$ cat src/rtl/esp_arb_pkg.sv
// esp_arb_pkg: shared ESP_S codes, printer status values and arbiter state type
package esp_arb_pkg;

    localparam logic [2:0] ESP_S_TRS_IN    = 3'd0;
    localparam logic [2:0] ESP_S_TRS_OUT   = 3'd1;
    localparam logic [2:0] ESP_S_FREHD_IN  = 3'd2;
    localparam logic [2:0] ESP_S_FREHD_OUT = 3'd3;
    localparam logic [2:0] ESP_S_PRINTER   = 3'd4;

    localparam logic [7:0] PRINTER_READY = 8'h30;
    localparam logic [7:0] PRINTER_BUSY  = 8'hF0;

    typedef enum logic [1:0] {S_IDLE, S_REQ, S_BUSY} state_t;

endpackage

$ cat src/rtl/sync_rise.sv
// sync_rise: 2-FF synchronizer for an asynchronous level plus a registered rising-edge pulse
module sync_rise (
    input  logic clk,
    input  logic rst_n,
    input  logic d,
    output logic rise
);
    logic [2:0] sh;

    // shift the raw level through two sync stages and one history stage; edge is registered
    always_ff @(posedge clk or negedge rst_n)
        if (!rst_n) begin
            sh   <= '0;
            rise <= 1'b0;
        end else begin
            sh   <= {sh[1:0], d};
            rise <= sh[1] & ~sh[2];
        end
endmodule

$ cat src/rtl/esp_req_arbiter.sv
// esp_req_arbiter: sequences ESP32-serviced port accesses (ESP_REQ pulse, ESP_S, WAIT, posted printer byte, one pending job).
// Optional watchdog enabled by ESP_TIMEOUT_EN. The Z80 WAIT output is named z80_wait because wait is a reserved word.
module esp_req_arbiter
    import esp_arb_pkg::*;
#(
    parameter int REQ_PULSE = 50,
    parameter int TIMEOUT_W = 24
) (
    input  logic       clk,
    input  logic       rst_n,
    input  logic       sel_valid,
    input  logic [2:0] sel_kind,
    input  logic [7:0] sel_data,
    input  logic       esp_done,
    output logic       esp_req,
    output logic [2:0] esp_s,
    output logic       z80_wait,
    output logic [7:0] printer_byte,
    output logic [7:0] printer_status,
    output logic       drop_err,
    output logic       timeout_err
);
    if (REQ_PULSE < 1 || REQ_PULSE > 63 || TIMEOUT_W < 2) begin : g_bad_param
        $error("esp_req_arbiter: parameter out of range");
    end

    state_t     state;
    logic [5:0] pulse_cnt;
    logic       pend_valid;
    logic [2:0] pend_kind;
    logic       done_rise, expire, complete, legal, store, launch;
    logic       accept_posted, accept_blocking, next_valid;
    logic [2:0] next_kind;

    sync_rise u_sync (
        .clk  (clk),
        .rst_n(rst_n),
        .d    (esp_done),
        .rise (done_rise)
    );

    // a strobe during an active job is queued only into an empty slot, and never a second printer job
    assign legal           = sel_valid && sel_kind <= ESP_S_PRINTER;
    assign store           = legal && state != S_IDLE && !pend_valid &&
                             !(sel_kind == ESP_S_PRINTER && esp_s == ESP_S_PRINTER);
    assign accept_posted   = legal && sel_kind == ESP_S_PRINTER && (state == S_IDLE || store);
    assign accept_blocking = legal && sel_kind != ESP_S_PRINTER && (state == S_IDLE || store);
    assign complete        = state != S_IDLE && (done_rise || expire);
    assign next_valid      = pend_valid || store;
    assign next_kind       = pend_valid ? pend_kind : sel_kind;
    assign launch          = (state == S_IDLE && legal) || (complete && next_valid);

`ifdef ESP_TIMEOUT_EN
    logic [TIMEOUT_W-1:0] wd;

    assign expire = state != S_IDLE && &wd;

    // watchdog restarts at every job launch and runs while a job is outstanding
    always_ff @(posedge clk or negedge rst_n)
        if (!rst_n) begin
            wd          <= '0;
            timeout_err <= 1'b0;
        end else begin
            timeout_err <= expire;
            wd          <= launch ? TIMEOUT_W'(1) : (state != S_IDLE ? wd + 1'b1 : wd);
        end
`else
    assign expire      = 1'b0;
    assign timeout_err = 1'b0;
`endif

    // job sequencing: strobes are judged against the pre-completion state, then a completion issues the next job
    always_ff @(posedge clk or negedge rst_n)
        if (!rst_n) begin
            state          <= S_IDLE;
            esp_req        <= 1'b0;
            esp_s          <= '0;
            z80_wait       <= 1'b0;
            printer_byte   <= '0;
            printer_status <= PRINTER_READY;
            pend_valid     <= 1'b0;
            pend_kind      <= '0;
            pulse_cnt      <= '0;
            drop_err       <= 1'b0;
        end else begin
            drop_err <= sel_valid && !(state == S_IDLE ? legal : store);
            if (accept_posted)
                printer_byte <= sel_data;
            if (complete)
                printer_status <= next_valid && next_kind == ESP_S_PRINTER ? PRINTER_BUSY : PRINTER_READY;
            else if (accept_posted)
                printer_status <= PRINTER_BUSY;
            if (complete)
                z80_wait <= next_valid && next_kind != ESP_S_PRINTER;
            else if (accept_blocking)
                z80_wait <= 1'b1;
            if (complete)
                pend_valid <= 1'b0;
            else if (store) begin
                pend_valid <= 1'b1;
                pend_kind  <= sel_kind;
            end
            if (state == S_IDLE) begin
                if (legal) begin
                    state     <= S_REQ;
                    esp_req   <= 1'b1;
                    esp_s     <= sel_kind;
                    pulse_cnt <= 6'(REQ_PULSE - 1);
                end
            end else if (complete) begin
                // a queued job re-enters REQ with esp_req low for one cycle before its pulse
                esp_req <= 1'b0;
                state   <= next_valid ? S_REQ : S_IDLE;
                if (next_valid)
                    esp_s <= next_kind;
            end else if (state == S_REQ) begin
                if (!esp_req) begin
                    esp_req   <= 1'b1;
                    pulse_cnt <= 6'(REQ_PULSE - 1);
                end else if (pulse_cnt == 0) begin
                    esp_req <= 1'b0;
                    state   <= S_BUSY;
                end else
                    pulse_cnt <= pulse_cnt - 1'b1;
            end
        end
endmodule

$ cat config.mk
export PLATFORM = sky130hd
export DESIGN_NAME = esp_req_arbiter
export DESIGN_NICKNAME = d
export VERILOG_FILES = /design/src/rtl/esp_arb_pkg.sv /design/src/rtl/sync_rise.sv /design/src/rtl/esp_req_arbiter.sv
export SDC_FILE = /design/constraint.sdc
export NUM_CORES = 1
export LEC_CHECK = 0
export ABC_AREA = 1
export BUFFER_PORTS_ARGS = -buffer_cell sky130_fd_sc_hd__buf_2
export CAP_MARGIN = 15
export CORE_MARGIN = 2
export CORE_UTILIZATION = 45
export DETAILED_ROUTE_END_ITERATION = 16
export PLACE_DENSITY_LB_ADDON = 0.08
export SYNTH_ARGS = -nofsm -noshare
export SYNTH_HDL_FRONTEND = slang
export SYNTH_SLANG_ARGS = --single-unit
$ cat constraint.sdc
create_clock -name clk -period 3.7 [get_ports clk]
set_input_delay 0.185 -clock clk [delete_from_list [all_inputs] [get_ports clk]]
set_output_delay 0.185 -clock clk [all_outputs]
set_load 0.01 [all_outputs]
==> results of run 1 <==
==> logic make-up (layout without fill, tap and decap cells) <==
| kind of cell | Yosys count | count (layout) |
|---|---|---|
| buffers and inverters | 28 | 59 |
| other | 2 | 7 |
| adder cells (fa/ha/maj) | 2 | 2 |
| AND/OR/NAND/NOR | 115 | 115 |
| XOR/XNOR | 2 | 2 |
| flip-flops | 31 | 31 |
| AO/OA/AOI/OAI | 16 | 16 |
==> routing by layer <==
| layer | GRT usage, % | share of wire, % | routed length [um] | vias up |
|---|---|---|---|---|
| met5 | 0 | 0 | 0 | - |
| met4 | 5.59 | 0.72 | 22 | 0 |
| met3 | 5.28 | 3.1 | 94 | 2 |
| met2 | 27.3 | 50 | 1530 | 20 |
| met1 | 20.8 | 46 | 1400 | 610 |
| li1 | - | - | - | 671 |
==> worst max-delay path by stage <==
stage,start,endpoint,cells past startpoint
after floorplan,pulse_cnt[0],esp_req,8
after global placement,pulse_cnt[0],esp_req,7
after detailed placement,pulse_cnt[0],esp_req,7
after CTS,pulse_cnt[0],esp_req,7
after global routing,pulse_cnt[0],esp_req,7
final,pulse_cnt[0],esp_req,7
==> power groups by stage <==
stage,combinational (mW),clock (mW),sequential [mW]
finish,0.706,0.274,0.574
detailed placement,0.714,0,0.579
floorplan,0.515,0,0.605
global placement,0.703,0,0.575
global route,0.800,0.302,0.591
CTS,0.717,0.286,0.574
==> worst max-delay path: stages (launching register included) <==
cell and delay [ns]:
dfrtp_1 0.39, inv_1 0.13, ha_1 0.17, nand4_1 0.13
nand2_1 0.09, nand2_1 0.07, nand2_1 0.32, o21ai_0 0.16
==> registers in the layout (all words and copies together), names as in the netlist <==
signal	cells
u_sync.sh	3
z80_wait	1
printer_status	1
drop_err	1
pend_kind	3
esp_s	3
pend_valid	1
u_sync.rise	1
state	2
printer_byte	8
esp_req	1
pulse_cnt	6
==> cells in the mapped netlist (all sizes together) <==
library cell / number
a21oi: 1
buf: 9
nand3: 21
conb: 2
inv: 19
ha: 2
o21ai: 13
nor2: 19
dfrtp: 31
nand3b: 1
and3: 1
o21a: 2
nand2: 71
xor2: 2
nand4: 2
==> repair_timing <==
action	4_1_cts	5_1_grt
setup endpoints to repair	0	0
endpoints found under the hold margin	32	0
setup buffers	0	0
hold buffers	2	0
==> final cells by class <==
type,count,area (um^2)
fill,337,1530
sequential,31,776
multi-input combinational,142,728
timing repair buffer,32,170
inverter,19,71.3
tap,46,57.6
clock buffer,6,51.3
clock inverter,2,35.0
==> metrics by stage <==
| step | utilization, % | cell area [um^2] |
|---|---|---|
| CTS | 55.3 | 1890 |
| detailed placement | 52.2 | 1780 |
| global route | 55.3 | 1890 |
| finish | 55.3 | 1890 |
| global placement | 52.2 | 1780 |
| floorplan | - | 1650 |
==> run metrics, run 1 <==
Total Power=1.55 mW; largest family of logic cells by synthesized area=simple AND/OR/NAND/NOR gates; mux share of post-synthesis cell area=0%; clock latency on the worst-skew pair=0.32 ns; clock root buffer master=clkbuf_4; switch share=41.9%; share of layout cells above drive strength 1=25.4%; Yosys top cell area share=47.7%; non-filler instance count after layout=278; Seq/Total Area, Yosys=47.7%; initial antenna violation count=0; Worst R2R Setup Slack=2.10 ns; Clk pin slew, worst setup/hold paths=0.09 ns; WL/cell=11.0 um; Nets=248; Post-CTS Resized=0; Synth cell types=24; clock share of power=17.7%; DP HPWL=2.32 mm; sink of the worst hold path=printer_byte[6]; first-pass GRT wire length=5.27 mm; minimum clock period=1.60 ns; Initial DRT Pass Iterations=4; routed wire length=3.05 mm; Achievable Freq=624 MHz; Synth area leaders=dfrtp_1 (48%), nand2_1 (15%), nand3_1 (6.1%); CTS Buffer Depth=2; Vias per Instance=4.69; WS Path Type=flip-flop to flip-flop; outcome=complete, no violations; number of setup violations in the final report=0; via count=1303; DIE AREA=4110 um^2; fin worst setup slack=2.10 ns; HP Class=input pin to flip-flop; compound-gate portion of the synthesized area=6.15%; IO Pins=38; synthesized cell area=1630 um^2; fin. max-slew vios=0; setup_tns=0 ns; Syn Inst Count=196; commonest non-fill, non-tap cells in the layout=nand2_1 (63), dfrtp_1 (31), buf_2 (30), nand3_1 (20), inv_1 (17); Final period util=43.3%; Least-Margin Pin Slew=0.672 ns; number of diodes=0; worst reg2reg startpoint=pulse_cnt[0]; worst r2r path cells=7; Detailed Route Iter0 Violations=72; Mapped Avg Cell Area=8.31 um^2; Core Footprint=3420 um^2; number of remaining DRC errors=0; Synth Area in Simple Gates=34.4%; clk sinks=31; xor/xnor cell area share of the yosys netlist=1.08%; Fin. Hold Viols=0; Switch Pwr=0.651 mW; DRT antenna net count=0; combinational share of power=45.4%; most common cell after layout, fill and taps aside=nand2_1; RR Endpoint=esp_req; Place WS=2.09 ns; starting density of the core=47.7%; P_int=0.903 mW; Num CTS Buffers=5; hold_sp=sel_data[6]; vias in the first global route=1188; P per Cell Area=823 nW/um^2; Peak VDD IR=0.000386 V; DP Cell Count=268; Clock Skew=0.00422 ns; htree depth=2; Reg power frac=36.9%; CTS tree=yes; Area Growth Syn to Fin=16.1%; RePlAce Congestion=0.859; num rows=21; Critical Path Fanout Max=11; total gr overflow=0; Die W=64.1 um; register bit total from synthesis=31; arrival time at the worst endpoint=1.79 ns; Worst Path Required=3.89 ns; fraction of the mapped netlist area in adder cells=1.54%; CP Capture Type=flip-flop; Slew headroom=55.2%; largest area contributor in the netlist=dfrtp_1; largest net degree at the start of global routing=32; Worst Hold Depth=3; MaxCap Viol Count=0; Leakage=1.03 nW; Die Ht=64.1 um; worst hold margin=0.0892 ns; Global Route Usage Sum=16.7%; port bufs=30; unrepaired setup endpoints after global routing=false; synth warn=0; type of origin of the critical path=flip-flop
Note: power is estimated with default switching activity, not from simulation.
==> run 2: changes to the inputs <==
--- a/config.mk
+++ b/config.mk
@@ -5,7 +5,7 @@
 export SDC_FILE = /design/constraint.sdc
 export NUM_CORES = 1
 export LEC_CHECK = 0
-export ABC_AREA = 1
+export ABC_AREA = 0
 export BUFFER_PORTS_ARGS = -buffer_cell sky130_fd_sc_hd__buf_2
 export CAP_MARGIN = 15
 export CORE_MARGIN = 2
==> constraint.sdc (replaced) <==
create_clock -name clk -period 1.5 [get_ports clk]
set_input_delay 0.075 -clock clk [delete_from_list [all_inputs] [get_ports clk]]
set_output_delay 0.075 -clock clk [all_outputs]
set_load 0.01 [all_outputs]
==> run metrics, run 2 <==
worst r2r path cells=4 (was 7); synthesized cell area=1660 um^2 (was 1630 um^2); number of flip-flops in the largest register=8 (unchanged); CP endpoint=pulse_cnt[5] (was esp_req); Critical Path Fanout Max=3 (was 11); DRT antenna net count=0 (unchanged); first-pass GRT wire length=6.36 mm (was 5.27 mm); Seq/Total Area, Yosys=46.9% (was 47.7%); Multi-input gate area=906 um^2 (was 728 um^2); number of setup violations in the final report=10 (was 0); CP Capture Type=flip-flop (unchanged); Synth area leaders=dfrtp_1 (47%), mux2_2 (10%), mux2i_1 (3.6%) (was dfrtp_1 (48%), nand2_1 (15%), nand3_1 (6.1%)); Num CTS Buffers=5 (unchanged); Vias per Instance=4.90 (was 4.69); Core Footprint=3610 um^2 (was 3420 um^2); WS Path Type=flip-flop to flip-flop (unchanged); Main synth FF type=dfrtp_1 (unchanged); RR Endpoint=pulse_cnt[5] (was esp_req); Commonest cells post-synth=dfrtp_1 (31), mux2_2 (15), buf_4 (8) (was nand2_1 (63), dfrtp_1 (31), nand3_1 (20)); largest area contributor in the netlist=dfrtp_1 (unchanged); Detailed Route Iter0 Violations=82 (was 72); failing checks=negative setup slack; Worst Path Required=1.71 ns (was 3.89 ns); htree depth=2 (unchanged); worst reg2reg startpoint=pulse_cnt[4] (was pulse_cnt[0]); Syn Inst Count=143 (was 196); port bufs=30 (unchanged); Critical path origin=pulse_cnt[4] (was pulse_cnt[0]); Place WS=-0.0870 ns (was 2.09 ns); Mapped Avg Cell Area=11.6 um^2 (was 8.31 um^2); Yosys top cell area share=46.9% (was 47.7%); minimum clock period=1.57 ns (was 1.60 ns); P per Cell Area=1920 nW/um^2 (was 823 nW/um^2); Biggest register=printer_byte (unchanged); largest net degree at the start of global routing=32 (unchanged); most common cell after layout, fill and taps aside=buf_4 (was nand2_1); IO Pins=38 (unchanged); clock root buffer master=clkbuf_8 (was clkbuf_4); initial antenna violation count=0 (unchanged); Nets=233 (was 248); DP Cell Count=247 (was 268); async set-or-reset flop fraction in the synthesized netlist=100% (unchanged); non-filler instance count after layout=265 (was 278); Achievable Freq=636 MHz (was 624 MHz); Global Route Usage Sum=20.1% (was 16.7%); Slew headroom=53.6% (was 55.2%); Post-synth EDFFs=0 (unchanged); most frequent cell after synthesis=dfrtp_1 (was nand2_1); commonest non-fill, non-tap cells in the layout=buf_4 (38), dfrtp_1 (30), buf_2 (30), mux2_2 (12), conb_1 (7) (was nand2_1 (63), dfrtp_1 (31), buf_2 (30), nand3_1 (20), inv_1 (17)); Area Growth Syn to Fin=45.2% (was 16.1%); outcome=finished, violations left (was complete, no violations); HP Class=input pin to flip-flop (unchanged); CTS tree=yes (unchanged); Die W=64.7 um (was 64.1 um); Worst Hold Depth=2 (was 3); Filler Cell Count=288 (was 337); synth warn=0 (unchanged); Synth cell types=47 (was 24); vias in the first global route=1395 (was 1188); DIE AREA=4180 um^2 (was 4110 um^2); fin worst setup slack=-0.0713 ns (was 2.10 ns); type of origin of the critical path=flip-flop (unchanged); num rows=22 (was 21); WL/cell=13.6 um (was 11.0 um); clk sinks=31 (unchanged); RePlAce Congestion=0.800 (was 0.859); Least-Margin Pin Slew=0.696 ns (was 0.672 ns); Fin. Hold Viols=0 (unchanged); Worst R2R Setup Slack=-0.07 ns (was 2.10 ns); number of diodes=0 (unchanged); Leakage=1.11 nW (was 1.03 nW); Final period util=105% (was 43.3%); Initial DRT Pass Iterations=4 (unchanged); DP HPWL=2.55 mm (was 2.32 mm); Clock Skew=0.00718 ns (was 0.00422 ns); Clk pin slew, worst setup/hold paths=0.07 ns (was 0.09 ns); via count=1298 (was 1303); Die Ht=64.7 um (was 64.1 um); total gr overflow=0 (unchanged); unrepaired setup endpoints after global routing=true (was false); hold_sp=sel_data[3] (was sel_data[6]); Peak VDD IR=0.00121 V (was 0.000386 V); clock latency on the worst-skew pair=0.28 ns (was 0.32 ns); starting density of the core=45.9% (was 47.7%); MaxCap Viol Count=0 (unchanged); register bit total from synthesis=31 (unchanged); Register Area=777 um^2 (was 776 um^2); fin. max-slew vios=0 (unchanged); CTS Buffer Depth=2 (unchanged); top flop regs=printer_byte (8), pulse_cnt (6) (unchanged); number of remaining DRC errors=0 (unchanged); routed wire length=3.60 mm (was 3.05 mm); arrival time at the worst endpoint=1.78 ns (was 1.79 ns); share of layout cells above drive strength 1=57.6% (was 25.4%)
-- run 2: worst min-delay path by stage --
stage                      endpoint  slack [ns]
global placement         pend_valid        0.15
detailed placement     pulse_cnt[3]        0.16
floorplan                  drop_err       -0.22
global route        printer_byte[2]       0.007
finish              printer_byte[3]        0.02
CTS                 printer_byte[1]       0.007
-- run 2: logic make-up after synthesis --
kind of cell	count (synthesis)	synth area share [%]
and+or+nand+nor	41	16.3
DFF	31	46.9
AOI/OAI and AO/OA	25	11.7
muxes	24	16.6
buffers and inverters	18	6.58
adders and majority gates	2	1.51
other	2	0.454
-- run 2: cell type report --
type	count	share of cell area, %
tap	48	2.50
sequential	31	32.3
inverter	5	0.781
multi-input combinational	99	37.7
timing repair buffer	74	21.2
clock buffer	6	3.02
clock inverter	2	2.50
-- run 2: metrics by stage --
step	setup TNS [ns]	power, mW	util, %	hold WS [ns]	area (um^2)
after floorplan	-0.0243	2.48	-	-0.221	1690
after global placement	-0.577	3.25	57.7	0.149	2080
after detailed placement	-1.24	3.31	57.7	0.163	2080
after CTS	-0.230	4.55	65.5	0.00665	2360
after global routing	-1.28	4.90	66.7	0.00695	2400
final	-0.335	4.62	66.7	0.0185	2400
-- run 2: worst max-delay path, stage by stage, from the launching register on --
cell and delay (ns):
dfrtp_1 0.38, or3_4 0.42, or3_4 0.34, a211oi_2 0.18
mux2i_1 0.20
-- run 2: metal layers --
| layer | up-vias | GRT usage (%) | share of wire (%) | wire, um |
|---|---|---|---|---|
| met1 | 629 | 24.5 | 43 | 1560 |
| met4 | 0 | 8.78 | 1.4 | 51 |
| met2 | 19 | 33.7 | 52 | 1890 |
| li1 | 645 | - | - | - |
| met3 | 5 | 5.03 | 2.8 | 100 |
| met5 | - | 0 | 0 | 0 |
-- run 2: timing repair --
| item | 4_1_cts | 5_1_grt |
|---|---|---|
| gates resized for setup | 22 | 4 |
| pin swaps | 4 | 3 |
| hold buffers | 2 | 0 |
| endpoints found under the setup margin | 19 | 22 |
| buffers inserted | 5 | 3 |
| hold endpoints to repair | 32 | 0 |
-- run 2: where the power goes --
group | internal [mW] | switching (mW)
Combinational | 1.31 | 0.910
Sequential | 1.17 | 0.252
Clock | 0.664 | 0.316
Total | 3.14 | 1.48
==> run 3: changes to the inputs <==
--- a/config.mk
+++ b/config.mk
@@ -11,7 +11,7 @@
 export CORE_MARGIN = 2
 export CORE_UTILIZATION = 45
 export DETAILED_ROUTE_END_ITERATION = 16
-export PLACE_DENSITY_LB_ADDON = 0.08
+export PLACE_DENSITY = 0.73
 export SYNTH_ARGS = -nofsm -noshare
 export SYNTH_HDL_FRONTEND = slang
 export SYNTH_SLANG_ARGS = --single-unit
==> constraint.sdc (replaced) <==
create_clock -name clk -period 1.75 [get_ports clk]
set_input_delay 0.0875 -clock clk [delete_from_list [all_inputs] [get_ports clk]]
set_output_delay 0.0875 -clock clk [all_outputs]
set_load 0.01 [all_outputs]
==> run metrics, run 3 (synthesis gave the netlist of run 2 again) <==
met2 wire len=1.62 mm (was 1.89 mm); arrival time at the worst endpoint=1.88 ns (was 1.78 ns); Critical Path Fanout Max=4 (was 3); Max Used Layer=met4 (unchanged); largest net degree at the start of global routing=32 (unchanged); MaxCap Viol Count=0 (unchanged); crit path buf inv count=0 (unchanged); initial antenna violation count=0 (unchanged); RePlAce Congestion=0.908 (was 0.800); Final period util=95.4% (was 105%); CP Capture Type=flip-flop (unchanged); Core Footprint=3610 um^2 (unchanged); total gr overflow=0 (unchanged); IO Pins=38 (unchanged); Worst Path Required=1.96 ns (was 1.71 ns); routed wire length=3.24 mm (was 3.60 mm); CTS tree=yes (unchanged); type of origin of the critical path=flip-flop (unchanged); CP Cell Sequence=or3_4, or3_1, a211oi_2, mux2i_1 (was or3_4, or3_4, a211oi_2, mux2i_1); HP Class=input pin to flip-flop (unchanged); Num CTS Buffers=5 (unchanged); CTS Buffer Depth=2 (unchanged); vias in the first global route=1249 (was 1395); Die Ht=64.7 um (unchanged); via count=1196 (was 1298); WS Path Type=flip-flop to flip-flop (unchanged); non-filler instance count after layout=229 (was 265); Final Util=55.0% (was 66.7%); clock latency on the worst-skew pair=0.28 ns (about the same); Filler Cell Count=324 (was 288); Metal-1 WL=1.39 mm (was 1.56 mm); starting density of the core=45.9% (unchanged); Die W=64.7 um (unchanged); met3 wire len=157 um (was 100 um); fin. max-slew vios=0 (unchanged); setup_tns=0 ns (was -0.335 ns); number of setup violations in the final report=0 (was 10); Global Route Usage Sum=17.8% (was 20.1%); P per Cell Area=1630 nW/um^2 (was 1920 nW/um^2); Register Area=776 um^2 (was 777 um^2); Least-Margin Pin Slew=0.684 ns (was 0.696 ns); port bufs=30 (unchanged); DP Cell Count=217 (was 247); Peak VDD IR=0.000761 V (was 0.00121 V); number of diodes=0 (unchanged); Vias per Instance=5.22 (was 4.90); WL/cell=14.1 um (was 13.6 um); Crit-path slowest cell=or3_4 (unchanged); Fin. Hold Viols=0 (unchanged); outcome=complete, no violations (was finished, violations left); number of flip-flops in the largest register=8 (unchanged); Initial DRT Pass Iterations=4 (unchanged); number of remaining DRC errors=0 (unchanged); Slew headroom=54.4% (was 53.6%); Multi-input gate area=797 um^2 (was 906 um^2); Leakage=0.898 nW (was 1.11 nW); Achievable Freq=599 MHz (was 636 MHz); Clk pin slew, worst setup/hold paths=0.06 ns (was 0.07 ns); commonest non-fill, non-tap cells in the layout=dfrtp_1 (31), buf_2 (30), mux2_2 (15), conb_1 (7) (was buf_4 (38), dfrtp_1 (30), buf_2 (30), mux2_2 (12), conb_1 (7)); clock root buffer master=clkbuf_8 (unchanged); htree depth=2 (unchanged); first-pass GRT wire length=5.65 mm (was 6.36 mm); Biggest register=printer_byte (unchanged); WP depth=4 (unchanged); clk sinks=31 (unchanged); worst r2r path cells=4 (unchanged); share of layout cells above drive strength 1=40.9% (was 57.6%); Area Growth Syn to Fin=19.9% (was 45.2%); DP HPWL=2.37 mm (was 2.55 mm); Clock Skew=0.00532 ns (was 0.00718 ns); Max stage delay on crit path=0.43 ns (was 0.42 ns); DIE AREA=4180 um^2 (unchanged); minimum clock period=1.67 ns (was 1.57 ns); num rows=22 (unchanged); DRT antenna net count=0 (unchanged); most common cell after layout, fill and taps aside=dfrtp_1 (was buf_4); top flop regs=printer_byte (8), pulse_cnt (6) (unchanged); Nets=197 (was 233); Worst Hold Depth=2 (unchanged); unrepaired setup endpoints after global routing=false (was true); Detailed Route Iter0 Violations=56 (was 82); cell family with most CP delay=simple AND/OR/NAND/NOR gates (unchanged)
run 3: changes by cell type in the layout (fill, tap and decap cells not counted), moves of 3 or more:
cell     delta
mux2_2      +3
buf_6       -3
buf_4      -32
mux2_4      -3
a21oi_1     +3
run 3: path summary, 6_finish.rpt:
check | start | to | slack (ns)
max | pulse_cnt[3] | pulse_cnt[5] | 0.08
min | sel_data[6] | printer_byte[6] | 0.03
max reg2reg | pulse_cnt[3] | pulse_cnt[5] | 0.08
min reg2reg | u_sync.sh[0] | u_sync.sh[1] | 0.35
max in group asynchronous | rst_n | u_sync.sh[1] | 0.93
min in group asynchronous | rst_n | printer_byte[4] | 0.38
run 3: final cells by class:
class | instances | share of cell area (%)
clock inverters | 2 | 1.77
multi-input cells | 99 | 40.2
clock buffers | 6 | 4.16
flip-flops and latches | 31 | 39.1
repair buffers | 38 | 10.8
well taps | 48 | 3.03
inverters | 5 | 0.946
run 3: metrics by stage:
| step | setup slack [ns] | area (um^2) | power, mW | hold slack, ns |
|---|---|---|---|---|
| 2_1_floorplan | 0.129 | 1670 | 2.10 | -0.208 |
| 3_3_place_gp | 0.148 | 1820 | 2.41 | 0.158 |
| 3_5_place_dp | 0.0787 | 1820 | 2.47 | 0.172 |
| 4_1_cts | 0.0583 | 1960 | 3.22 | 0.0280 |
| 5_1_grt | 0.00926 | 1980 | 3.46 | 0.0339 |
| 6_report | 0.0808 | 1980 | 3.23 | 0.0333 |
run 3: timing repair:
item | 4_1_cts | 5_1_grt
setup endpoints to repair | 0 | 1
buffers inserted | 0 | 2
gates resized for setup | 0 | 1
endpoints found under the hold margin | 32 | 0
hold buffers | 2 | 0
run 3: per-layer routing:
metal	up-vias	global-route usage [%]
li1	567	-
met1	579	21.3
met2	42	28.8
met3	8	6.42
met4	0	7.98
met5	-	0
run 3: power breakdown:
| part | internal (mW) | switching [mW] | total (mW) | leakage, nW |
|---|---|---|---|---|
| clock network | 0.460 | 0.265 | 0.725 | 0.0612 |
| logic | 0.677 | 0.600 | 1.28 | 0.470 |
| registers | 0.997 | 0.234 | 1.23 | 0.367 |
